<file path="src/rtl/mc_control.sv">
// rtl/mc_control.sv - multicycle MIPS main control FSM
//
// Sequences each instruction through FETCH/DECODE/EXEC/MEM/WB and drives the
// datapath enables and mux selects of a shared-memory multicycle CPU.
// Ports:
//   clk, rst_n        clock, synchronous active-low reset
//   op                opcode IR[31:26], sampled in DECODE and MEMADR
//   mem_ready         memory access completes this cycle
//   aluctr            to ALU-control decoder (00 add, 01 sub, 10 R-type)
//   alusrca/alusrcb   ALU operand selects
//   pcsource          PC next-value select
//   pcwrite/pcwritecond/irwrite/regwrite/memwrite  write enables
//   iord/memread      memory address select, read strobe
//   regdst/memtoreg   register-file write address/data selects
//   state             current state (debug)
//   illegal_op        unsupported opcode seen in DECODE
//   instr_done        pulse on the last cycle of each instruction
//   instr_cnt         retired (legal) instruction count, wraps

module mc_control #(
    parameter int CNT_W = 16
) (
    input  logic             clk,
    input  logic             rst_n,
    input  logic [5:0]       op,
    input  logic             mem_ready,
    output logic [1:0]       aluctr,
    output logic             alusrca,
    output logic [1:0]       alusrcb,
    output logic [1:0]       pcsource,
    output logic             pcwrite,
    output logic             pcwritecond,
    output logic             iord,
    output logic             memread,
    output logic             memwrite,
    output logic             irwrite,
    output logic             regwrite,
    output logic             regdst,
    output logic             memtoreg,
    output logic [3:0]       state,
    output logic             illegal_op,
    output logic             instr_done,
    output logic [CNT_W-1:0] instr_cnt
);

    typedef enum logic [3:0] {
        S_FETCH  = 4'd0,
        S_DECODE = 4'd1,
        S_MEMADR = 4'd2,
        S_MEMRD  = 4'd3,
        S_MEMWB  = 4'd4,
        S_MEMWR  = 4'd5,
        S_EXEC   = 4'd6,
        S_RWB    = 4'd7,
        S_BRANCH = 4'd8,
        S_JUMP   = 4'd9,
        S_ADDIEX = 4'd10,
        S_ADDIWB = 4'd11
    } state_t;

    localparam logic [5:0] OP_R    = 6'b000000;
    localparam logic [5:0] OP_LW   = 6'b100011;
    localparam logic [5:0] OP_SW   = 6'b101011;
    localparam logic [5:0] OP_BEQ  = 6'b000100;
    localparam logic [5:0] OP_J    = 6'b000010;
    localparam logic [5:0] OP_ADDI = 6'b001000;

    state_t           r_state;
    state_t           w_next;
    logic [CNT_W-1:0] r_cnt;

    // Raw enables before reset gating
    logic w_pcwrite;
    logic w_pcwritecond;
    logic w_irwrite;
    logic w_memwrite;
    logic w_regwrite;

    always_ff @(posedge clk) begin
        if (!rst_n) begin
            r_state <= S_FETCH;
        end else begin
            r_state <= w_next;
        end
    end

    always_comb begin
        w_next        = S_FETCH;
        aluctr        = 2'b00;
        alusrca       = 1'b0;
        alusrcb       = 2'b00;
        pcsource      = 2'b00;
        iord          = 1'b0;
        memread       = 1'b0;
        regdst        = 1'b0;
        memtoreg      = 1'b0;
        illegal_op    = 1'b0;
        instr_done    = 1'b0;
        w_pcwrite     = 1'b0;
        w_pcwritecond = 1'b0;
        w_irwrite     = 1'b0;
        w_memwrite    = 1'b0;
        w_regwrite    = 1'b0;

        case (r_state)
            S_FETCH: begin
                memread   = 1'b1;
                alusrcb   = 2'b01;
                // PC+4 and IR load land together in the cycle memory delivers
                w_pcwrite = mem_ready;
                w_irwrite = mem_ready;
                w_next    = mem_ready ? S_DECODE : S_FETCH;
            end
            S_DECODE: begin
                // Branch target precomputed into ALUOut during decode
                alusrcb = 2'b11;
                case (op)
                    OP_LW, OP_SW: w_next = S_MEMADR;
                    OP_R:         w_next = S_EXEC;
                    OP_BEQ:       w_next = S_BRANCH;
                    OP_J:         w_next = S_JUMP;
                    OP_ADDI:      w_next = S_ADDIEX;
                    default: begin
                        illegal_op = 1'b1;
                        instr_done = 1'b1;
                        w_next     = S_FETCH;
                    end
                endcase
            end
            S_MEMADR: begin
                alusrca = 1'b1;
                alusrcb = 2'b10;
                if (op == OP_LW) begin
                    w_next = S_MEMRD;
                end else if (op == OP_SW) begin
                    w_next = S_MEMWR;
                end else begin
                    w_next = S_FETCH;
                end
            end
            S_MEMRD: begin
                memread = 1'b1;
                iord    = 1'b1;
                w_next  = mem_ready ? S_MEMWB : S_MEMRD;
            end
            S_MEMWB: begin
                w_regwrite = 1'b1;
                memtoreg   = 1'b1;
                instr_done = 1'b1;
            end
            S_MEMWR: begin
                w_memwrite = 1'b1;
                iord       = 1'b1;
                instr_done = mem_ready;
                w_next     = mem_ready ? S_FETCH : S_MEMWR;
            end
            S_EXEC: begin
                alusrca = 1'b1;
                aluctr  = 2'b10;
                w_next  = S_RWB;
            end
            S_RWB: begin
                w_regwrite = 1'b1;
                regdst     = 1'b1;
                instr_done = 1'b1;
            end
            S_BRANCH: begin
                alusrca       = 1'b1;
                aluctr        = 2'b01;
                w_pcwritecond = 1'b1;
                pcsource      = 2'b01;
                instr_done    = 1'b1;
            end
            S_JUMP: begin
                w_pcwrite  = 1'b1;
                pcsource   = 2'b10;
                instr_done = 1'b1;
            end
            S_ADDIEX: begin
                alusrca = 1'b1;
                alusrcb = 2'b10;
                w_next  = S_ADDIWB;
            end
            S_ADDIWB: begin
                w_regwrite = 1'b1;
                instr_done = 1'b1;
            end
            default: begin
                w_next = S_FETCH;
            end
        endcase
    end

    // Architectural writes are masked while reset is held so a reset landing
    // mid-instruction cannot leave a partial update behind
    assign pcwrite     = w_pcwrite     & rst_n;
    assign pcwritecond = w_pcwritecond & rst_n;
    assign irwrite     = w_irwrite     & rst_n;
    assign memwrite    = w_memwrite    & rst_n;
    assign regwrite    = w_regwrite    & rst_n;

    // Illegal opcodes end the instruction but are not counted as retired
    always_ff @(posedge clk) begin
        if (!rst_n) begin
            r_cnt <= '0;
        end else if (instr_done && !illegal_op) begin
            r_cnt <= r_cnt + {{(CNT_W-1){1'b0}}, 1'b1};
        end
    end

    assign state     = r_state;
    assign instr_cnt = r_cnt;

endmodule
</file>
<file path="config.mk">
export PLATFORM = sky130hd
export DESIGN_NAME = mc_control
export DESIGN_NICKNAME = d
export VERILOG_FILES = /design/src/rtl/mc_control.sv
export SDC_FILE = /design/constraint.sdc
export NUM_CORES = 1
export LEC_CHECK = 0
export CAP_MARGIN = 20
export CORE_MARGIN = 2
export CORE_UTILIZATION = 30
export CTS_CLUSTER_DIAMETER = 40
export DETAILED_ROUTE_END_ITERATION = 7
export SYNTH_ARGS = -nofsm -noshare
export SYNTH_HDL_FRONTEND = slang
export SYNTH_SLANG_ARGS = --single-unit
</file>
<file path="constraint.sdc">
create_clock -name clk -period 4.9 [get_ports clk]
set_input_delay 0.98 -clock clk [delete_from_list [all_inputs] [get_ports clk]]
set_output_delay 0.98 -clock clk [all_outputs]
set_load 0.005 [all_outputs]
</file>
# [After elaboration in Yosys (flattened, before gate mapping)]
# Cells that the tools add are included.
# W data, S select, Z words.
[totals] in_bits=9 latchBits=0 ram_bits=0 romBits=0 output_inout_bits=38 reg_bits=20 memories=0
[op_classes] addsub=1 n_mux=23 n_reduce_logical=12 shifts=0 magnitude_cmp=0 eq_ne=16 bitwise_logic=5 div_mod_pow=0 multipliers=0
[op_table] operator="$pmux W4 S7" n=1
[op_table] operator="$pmux W4 S5" n=1
[op_table] operator="$add A16 B1 Y16 const B" n=1
[op_table] operator="$eq A4 B3 Y1 const B" n=4
[op_table] operator="$eq A4 B4 Y1 const B" n=4
[op_table] operator="$eq A6 B6 Y1 const B" n=2
[op_table] operator="$mux W1" n=12
[op_table] operator="$mux W3" n=4
[op_table] operator="$eq A4 B2 Y1 const B" n=2
[op_table] operator="$pmux W2 S2" n=2
[op_table] operator="$reduce_or A2 Y1" n=4
[op_table] operator="$eq A6 B2 Y1 const B" n=1
[op_table] operator="$eq A6 B3 Y1 const B" n=1
[op_table] operator="$eq A6 B4 Y1 const B" n=1
[op_table] operator="$logic_not A6 Y1" n=1
[op_table] operator="$pmux W2 S3" n=1
[op_table] operator="$reduce_or A6 Y1" n=1
[op_table] operator="$and A1 B1 Y1" n=5
[op_table] operator="$reduce_or A5 Y1" n=1
[op_table] operator="$eq A4 B1 Y1 const B" n=1
[op_table] operator="$logic_not A4 Y1" n=1
[op_table] operator="$reduce_or A4 Y1" n=1
[op_table] operator="$pmux W1 S3" n=1
[op_table] operator="$reduce_or A3 Y1" n=1
[op_table] operator="3 further kinds" n=3

# [Longest topological paths before layout]
[logic_depth] ltp_word=6 ltp_mapped=7 ltp_nobuf=4

# [Worst setup path before layout]
# Ideal clock, no wire load.
[synth_path] kind="input to output" startpoint="input port mem_ready" endpoint="output port instr_done" arrival_time_ns=2.190 t_required_ns=3.920 n_path_buf=3 setup_slack_ns=1.730 stages=6 path_cell_list="clkbuf_1 nor4b_1 or4_4 buf_2 buf_1 nand2b_1"
[synth_via] elab_chain_cells=1
[synth_rtl] item="start: declaration" line_no="26" rtl="input logic mem_ready,"
[synth_rtl] item="$pmux W1 S3" line_no="105" rtl="case (r_state)"
[synth_rtl] item="end: declaration" line_no="42" rtl="output logic instr_done,"
# No other way between the ends.

# [Worst setup path in the final report]
[layout_path] startpoint="input port op[2]" endpoint="output port instr_done"
[layout_via] elab_chain_cells=4 elab_cells_between_ends=9
[layout_rtl] item="start: declaration" line_no="25" rtl="input logic [5:0] op,"
[layout_rtl] item="$eq A6 B6 Y1 (tied with other cells)" line_no="117" rtl="case (op)"
[layout_rtl] item="$reduce_or A6 Y1 (no source line) (*)"
[layout_rtl] item="$mux W1 (*)" line_no="117"
[layout_rtl] item="$pmux W1 S3 (*)" line_no="105"
# Every way passes the cells marked *; elsewhere a longest branch is shown, timed or not.

==> out/qor.txt <==
Status: finished, final reports clean
GR Util met2: 22.4%
CTS-repair resized insts: 0
Setup TNS: 0 ns
Max-Cap Viols: 0
H-tree Lvls: 1
Post-detail-place hpwl: 2420 um
HP Class: flip-flop to flip-flop
Area grow syn2layout: 37.2%
Largest net degree at the start of global routing: 31
Nets: 223
Final Setup Violations: 0
CP startpoint kind: input port
Unique cell type count in the Yosys netlist: 40
Synth warn: 0
Crit share post-route: 81.7%
Total gr overflow: 0
Ant diodes: 0
Syn Inst Count: 179
Met3 Usage GRT: 2.99%
Routed length per instance: 13.0 um
Ys flop type: dfxtp_1
Leakage: 0.572 nW
Total CTS buffers: 3
Gr busiest metal: met2
Final Hold Viols: 0
Worst-margin pin slew: 0.654 ns
Clk_lat worst skew: 0.26 ns
Clock sinks: 20
Clk slew on worst S/H paths: 0.07 ns
Reg2reg path depth: 4
Max transition margin: 56.4%
Top cells by area, synth: dfxtp_1 30%, a21oi_1 7.1%, o31ai_1 6.7%
Met1 global-route usage: 19.1%
Peak Freq: 250 MHz
CP max FO: 9
Worst Skew: 0.00282 ns
Syn Std Cell Area: 1350 um2
Hold depth: 2
Core area: 4320 um2
Final hold slack: 0.488 ns
Post-Syn Nets: 189
GR Util All Layers: 13.7%
Drt total wl: 3420 um
Worst path arrival time: 3.03 ns
Pwr/cell area: 177 nW/um2
Clk root buf: clkbuf_8
Worst setup EP type: output pin
Top cell type's share of synthesized area: 29.7%
Required @ worst endpoint: 3.92 ns
Most frequent cells in the layout: 46 x clkdlybuf4s50_1, 20 x dfxtp_1, 19 x a21oi_1
Total power draw: 327 uW
Pre-antenna DRT Iters: 5
Min Clock Period, post-route: 4.01 ns
Post-route ant nets: 0
Layout cells sized above 1: 3.30%
Core Rows: 24
Die area: 5040 um2
Io pins: 47
Commonest non-fill, non-tap cell in the layout: clkdlybuf4s50_1
GP Congestion: 0.827
Seq/Total Area, Yosys: 29.7%
Dpl ws: 0.877 ns
Setup WS post-layout: 0.895 ns
Synth area leader: dfxtp_1
Ys async rst share: 0%
Slew Limit Fails: 0
Post-synth EDFFs: 0
Number of I/O port buffers: 46
Initial DRC count: 91
Initial antenna violation count: 0
CTS tree: yes
Die width: 71.0 um
WS Path Type: input port to output pin
Drc violations: 0
Hold-fix buffer count after cts: 0
RSZ-0062 raised after global routing: no
First-pass GRT wire length: 5790 um
VDD IR-drop max: 0.000104 V
Util after Layout: 42.7%
Setup Fix Bufs, Post-CTS: 0
Starting Density: 31.1%
Clk buf depth: 2
Avg Inst Size Synth: 7.52 um2
Routed vias: 1431
Via/cell ratio: 5.42
Die height: 71.0 um
Synthesis-stage register bit count: 20
Vias in the first global route: 1238
path summary, 6_finish.rpt:
path              slack, ns           from            end
hold reg to reg        0.49  instr_cnt[15]  instr_cnt[15]
setup / recovery       0.89          op[2]     instr_done
hold / removal         0.49  instr_cnt[15]  instr_cnt[15]
setup reg to reg       2.54       state[0]  instr_cnt[10]
registers in the layout (all words and copies together) (netlist names):
name / flops
state: 4
instr_cnt: 16
stage by stage:
stage,instances,instance area [um2]
floorplan,179,1350
global placement,260,1790
detailed placement,260,1790
CTS,264,1850
global route,264,1850
finish,264,1850
per-layer routing:
| layer | up-vias | wire, um |
|---|---|---|
| met5 | - | 0 |
| met4 | 0 | 18 |
| met3 | 2 | 141 |
| met2 | 36 | 1580 |
| met1 | 647 | 1680 |
| li1 | 746 | - |
worst max-delay path, cell delays in order:
cell	delay (ns)
clkdlybuf4s50_1	0.63
a21o_1	0.16
o21ai_0	0.06
a2111oi_0	0.52
nand2b_1	0.17
clkdlybuf4s50_1	0.50
synth_stat cells, types with 2 or more instances:
| master | instances |
|---|---|
| buf_1 | 2 |
| nand3_1 | 7 |
| nor2_1 | 13 |
| o21ai_0 | 3 |
| xor2_1 | 3 |
| a21oi_1 | 19 |
| nand2_1 | 10 |
| and3_1 | 4 |
| or3_1 | 2 |
| o31ai_1 | 12 |
| inv_1 | 4 |
| nand3b_1 | 2 |
| o21ai_1 | 4 |
| nor3b_1 | 5 |
| and4_1 | 2 |
| nand4b_1 | 2 |
| nor4_1 | 3 |
| nor3_1 | 10 |
| dfxtp_1 | 20 |
| or4_1 | 11 |
| clkbuf_1 | 11 |
| nand2b_1 | 6 |
| nand4_1 | 4 |
| buf_4 | 2 |
| mux2i_1 | 2 |
| nor4b_1 | 2 |
final cells by class:
type / count / area [um2]
Fill cell: 457 / 2480
Multi-Input combinational cell: 138 / 851
Timing Repair Buffer: 46 / 460
Sequential cell: 20 / 400
Tap cell: 52 / 65.1
Clock buffer: 4 / 55.1
Inverter: 4 / 15.0
kinds of logic after synthesis:
| kind of cell | after synthesis | share of synthesized area [%] |
|---|---|---|
| buf+inv | 21 | 7.06 |
| flops | 20 | 29.7 |
| fa+ha+maj | 1 | 0.929 |
| mux | 2 | 1.49 |
| compound gates | 45 | 20.5 |
| xor+xnor | 3 | 1.95 |
| simple gates | 87 | 38.3 |
power breakdown:
group | internal (mW) | leakage [nW] | switching (mW)
clock network | 0.0715 | 0.0288 | 0.0537
registers | 0.163 | 0.161 | 0.00330
logic | 0.0189 | 0.381 | 0.0169
(Power assumes the default switching activity.)
